<file path="src/rtl/id_ex_pipe_reg.sv">
// id_ex_pipe_reg: decode-to-execute pipeline register.
//   Captures decoded fields and register-file read data from decode and
//   presents them to the hazard/forwarding unit and the execute stage.
//   Supports hold (STALL), bubble insertion (FLUSH) and invalid-slot capture
//   (D_VALID=0). A saturating counter tracks bubbles entering execute.
// Ports:
//   CLK, RST                 clock, synchronous active-high reset
//   STALL, FLUSH             pipeline control (RST > FLUSH > STALL > D_VALID)
//   D_*                      decode-stage fields
//   E_*                      registered execute-stage copies, 1-cycle latency
//   BUBBLE_CNT               saturating count of bubbles loaded
module id_ex_pipe_reg #(
  parameter logic [31:0] NOP_INSTR = 32'h00000013,
  parameter int          CNT_W     = 32
) (
  input  logic             CLK,
  input  logic             RST,
  input  logic             STALL,
  input  logic             FLUSH,
  input  logic             D_VALID,
  input  logic [31:0]      D_PC,
  input  logic [31:0]      D_IR,
  input  logic [4:0]       D_ADDR1,
  input  logic [4:0]       D_ADDR2,
  input  logic [4:0]       D_WADDR,
  input  logic [31:0]      D_RS1,
  input  logic [31:0]      D_RS2,
  input  logic [31:0]      D_IMM,
  input  logic             D_REG_WRITE,
  input  logic             D_MEM_READ,
  input  logic             D_MEM_WRITE,
  input  logic [1:0]       D_WB_SEL,
  input  logic [3:0]       D_ALU_FUN,
  output logic             E_VALID,
  output logic [31:0]      E_PC,
  output logic [31:0]      E_IR,
  output logic [31:0]      E_RS1,
  output logic [31:0]      E_RS2,
  output logic [31:0]      E_IMM,
  output logic [4:0]       E_ADDR1,
  output logic [4:0]       E_ADDR2,
  output logic [4:0]       E_WADDR,
  output logic             E_REG_WRITE,
  output logic             E_MEM_READ,
  output logic             E_MEM_WRITE,
  output logic [1:0]       E_WB_SEL,
  output logic [3:0]       E_ALU_FUN,
  output logic [CNT_W-1:0] BUBBLE_CNT
);

  typedef struct packed {
    logic        vld;
    logic [31:0] pc;
    logic [31:0] ir;
    logic [31:0] rs1;
    logic [31:0] rs2;
    logic [31:0] imm;
    logic [4:0]  a1;
    logic [4:0]  a2;
    logic [4:0]  wa;
    logic        rw;
    logic        mr;
    logic        mw;
    logic [1:0]  wb;
    logic [3:0]  alu;
  } ex_t;

  ex_t             ex_q;
  ex_t             bubble;
  ex_t             cap;
  logic [CNT_W-1:0] cnt_q;
  logic             load_bubble;

  always_comb begin
    bubble    = '0;
    bubble.ir = NOP_INSTR;
  end

  always_comb begin
    cap     = '0;
    cap.vld = 1'b1;
    cap.pc  = D_PC;
    cap.ir  = D_IR;
    cap.rs1 = D_RS1;
    cap.rs2 = D_RS2;
    cap.imm = D_IMM;
    cap.a1  = D_ADDR1;
    cap.a2  = D_ADDR2;
    cap.wa  = D_WADDR;
    // x0 is never a real destination; masking here keeps the hazard unit
    // from forwarding or stalling on it.
    cap.rw  = D_REG_WRITE && (D_WADDR != 5'd0);
    cap.mr  = D_MEM_READ;
    cap.mw  = D_MEM_WRITE;
    cap.wb  = D_WB_SEL;
    cap.alu = D_ALU_FUN;
  end

  // FLUSH beats STALL so a squashed instruction cannot survive a hold.
  assign load_bubble = FLUSH || (!STALL && !D_VALID);

  always_ff @(posedge CLK) begin
    if (RST) begin
      ex_q  <= bubble;
      cnt_q <= '0;
    end else if (load_bubble) begin
      ex_q <= bubble;
      if (cnt_q != {CNT_W{1'b1}})
        cnt_q <= cnt_q + 1'b1;
    end else if (!STALL) begin
      ex_q <= cap;
    end
  end

  assign E_VALID     = ex_q.vld;
  assign E_PC        = ex_q.pc;
  assign E_IR        = ex_q.ir;
  assign E_RS1       = ex_q.rs1;
  assign E_RS2       = ex_q.rs2;
  assign E_IMM       = ex_q.imm;
  assign E_ADDR1     = ex_q.a1;
  assign E_ADDR2     = ex_q.a2;
  assign E_WADDR     = ex_q.wa;
  assign E_REG_WRITE = ex_q.rw;
  assign E_MEM_READ  = ex_q.mr;
  assign E_MEM_WRITE = ex_q.mw;
  assign E_WB_SEL    = ex_q.wb;
  assign E_ALU_FUN   = ex_q.alu;
  assign BUBBLE_CNT  = cnt_q;

endmodule

</file>
<file path="config.mk">
export PLATFORM = sky130hd
export DESIGN_NAME = id_ex_pipe_reg
export DESIGN_NICKNAME = d
export VERILOG_FILES = /design/src/rtl/id_ex_pipe_reg.sv
export SDC_FILE = /design/constraint.sdc
export NUM_CORES = 1
export LEC_CHECK = 0
export CAP_MARGIN = 20
export CORE_AREA = 2 2 159 161
export DETAILED_ROUTE_END_ITERATION = 7
export DIE_AREA = 0 0 161 163
export PLACE_DENSITY = 0.78
export SYNTH_ARGS = -nofsm -noshare
export SYNTH_HDL_FRONTEND = slang
export SYNTH_SLANG_ARGS = --single-unit
</file>
<file path="constraint.sdc">
create_clock -name CLK -period 2.7 [get_ports CLK]
set_input_delay 0.405 -clock CLK [delete_from_list [all_inputs] [get_ports CLK]]
set_output_delay 0.405 -clock CLK [all_outputs]
set_load 0.02 [all_outputs]
</file>
==> impl_metrics.tcl <==
set metrics [dict create \
    status "complete, no violations" \
    cp.required_ns 3.10 \
    ys_warn_count 0 \
    drive_gt1_share_pct 5.390 \
    coreArea_um2 24670 \
    finalHoldViolations 0 \
    synthArstFlopShare_pct 0 \
    rows 58 \
    routed_wl_um 25170 \
    start_util_pct 32.70 \
    gr-total-overflow 0 \
    rsz0062_at_grt "no" \
    p_int_uw 5652 \
    synth_ff_type "dfxtp_1" \
    switching_share_pct 23.86 \
    fin_crit_sh_pct 88.66 \
    ys_types 38 \
    pwr-share-seq_pct 44.8 \
    dr.pass1.iters 4 \
    drt_iter0_markers 392 \
    final_util_pct 53.68 \
    postRouteAntennaNets 0 \
    drv_slew 0 \
    port_buffers 405 \
    p_leak_uw 0.005200 \
    p_sw_uw 1771 \
    ys_seq_elements 217 \
    ios 406 \
    max_freq_mhz 417.7 \
    synth_fp_nets 986 \
    antenna_found_initial 1 \
    cts_tree "done" \
    netlist.area_leader.share_pct 53.84 \
    drv_cap 0 \
    clock-sinks 217 \
    place_congestion 0.7828 \
    post_cts_buffers 0 \
    die-area_um2 26240 \
    crit_type "reg2reg" \
    end_kind "register" \
    ys_seq_area_share_pct 53.84 \
    hold_buffers 0 \
    drc_errors 0 \
    power_uw 7423 \
    worstMarginPinSlew_ns 1.145 \
    final.setup.tns_ns 0 \
    skew_ns 0.006539 \
    yosys-top-cells-count "217 x dfxtp_1, 202 x nor2_1, 184 x mux2i_1" \
    grt_start_max_net_pins 143 \
    crit_fanout 15 \
    die_h_um 163 \
    cts.htree.levels 1 \
    grt_util_all_layers_pct 17.87 \
    wl_per_cell_um 16.38 \
    dp_hpwl_um 18120 \
    syn-cell-area_um2 8069 \
    clk_path_buf_depth 3 \
    setup_viol 0 \
    viasPerCell 4.650 \
    cts_buffers 25 \
    syn2layout_area_growth_pct 64.15 \
    min_period_ns 2.394 \
    cp.arrival_ns 2.79 \
    synth_area_leaders "dfxtp_1 54%, mux2i_1 23%, nor2_1 9.4%, clkbuf_1 2.0%, a21oi_1 1.4%" \
    cp-start-kind "register" \
    cts.repair.resized 0 \
    syn_inst 796 \
    die-width_um 161 \
    synth_edf_count 0 \
    grt_pass1_wl_um 37680 \
    first_global_vias 6942 \
    root_buffer "clkbuf_16" \
    nets 1380 \
    peakVddDrop_v 0.0005064 \
    avgSynthCellArea_um2 10.14 \
    synth_top_area_cell "dfxtp_1" \
    combPwrFrac_pct 12.2 \
    routed-via-count 7147 \
    max-slew-margin-rel_pct 23.63 \
    synth_most_common_cell "dfxtp_1" \
    clk_latency_ns 0.51 \
    p_clk_share_pct 43.0 \
    hold_path.class "reg2reg" \
    clkTransAtPathRegs_ns 0.06 \
    cellPowerDensity_nw_per_um2 560.5 \
]
## worst max-delay path, stage by stage (launching register included)
cell and delay [ns]:
dfxtp_1 0.42, ha_1 0.20, nand3_1 0.15, or4_1 0.55, o2111ai_2 0.53, nor4_1 0.12
mux2_2 0.30
## metrics by stage
| stage | hold WS [ns] | worst slack [ns] | area, um2 | instances |
|---|---|---|---|---|
| 2_1_floorplan | 0.5264 | 0.5104 | 8069 | 796 |
| 3_3_place_gp | 0.4369 | 0.1911 | 12470 | 1493 |
| 3_5_place_dp | 0.4616 | 0.1617 | 12470 | 1493 |
| 4_1_cts | 0.4597 | 0.2851 | 13240 | 1536 |
| 5_1_grt | 0.4760 | 0.1551 | 13240 | 1536 |
| 6_report | 0.4644 | 0.3062 | 13250 | 1537 |
## cells by family after synthesis
logic type	count (synthesis)	synth area share, %
XOR/XNOR	12	1.303
buffers and inverters	57	2.807
multiplexers	187	23.24
AND/OR/NAND/NOR	272	14.67
AO/OA/AOI/OAI	50	3.985
adder cells (fa/ha/maj)	1	0.1550
flip-flops	217	53.84
## area by class of cell
type                       instances  area [um2]
fill                            2171       11430
sequential                       217        4344
timing repair buffer             416        4179
multi-input combinational        522        3506
clock buffer                      29       660.6
tap                              330       412.9
clock inverter                    14       110.1
inverter                           8       30.03
antenna                            1       2.502
## final timing paths
check | start | endpoint | slack, ns | cells past startpoint
min | E_VALID$_SDFFE_PP0N_ | E_VALID$_SDFFE_PP0N_ | 0.46 | 2
max | BUBBLE_CNT[0]$_SDFFE_PP0P_ | BUBBLE_CNT[31]$_SDFFE_PP0P_ | 0.31 | 6
max reg2reg | BUBBLE_CNT[0]$_SDFFE_PP0P_ | BUBBLE_CNT[31]$_SDFFE_PP0P_ | 0.31 | 6
min reg2reg | E_VALID$_SDFFE_PP0N_ | E_VALID$_SDFFE_PP0N_ | 0.46 | 2
## routing by layer
layer  track usage [%]  up-vias  wire (um)
met2             30.80      301      12170
li1                  -     3503          -
met3             6.315       52       2351
met1             20.31     3291       9817
met4             6.940        0        833
met5                 0        -          0
## sequential cells by signal, indices dropped and copies added, names as in the netlist
signal,count
BUBBLE_CNT,32
E_IMM,32
E_IR,32
E_PC,32
E_RS1,32
E_RS2,32
E_ADDR1,5
E_ADDR2,5
E_WADDR,5
E_ALU_FUN,4
E_WB_SEL,2
E_MEM_READ,1
E_MEM_WRITE,1
E_REG_WRITE,1
E_VALID,1
## power by group through the flow
stage / logic (uW) / clock network (uW) / registers, uW
after global placement: 897 / 0 / 3390
after global routing: 963 / 3420 / 3340
final: 905 / 3190 / 3330
after detailed placement: 906 / 0 / 3400
after floorplan: 300 / 0 / 3490
after CTS: 912 / 3290 / 3330
## cells in the final DEF (no fill, tap or decap), types with 2 or more instances in the layout
master	n
clkbuf_16	25
clkdlybuf4s50_1	404
inv_1	8
nand3_1	11
o21ai_0	6
xnor2_1	11
clkinv_2	8
clkbuf_1	2
buf_12	3
mux2i_1	184
buf_4	8
clkbuf_8	2
a21oi_1	23
dfxtp_1	217
mux2_2	3
a211oi_1	4
nor4_1	5
nor2_1	202
and4_1	3
or4_1	11
nor2b_1	4
inv_6	2
or3_1	4
o31ai_1	7
or2_2	2
nand4_1	10
clkinvlp_4	3
a21o_1	4
nand2_1	14
(Power assumes the default switching activity.)
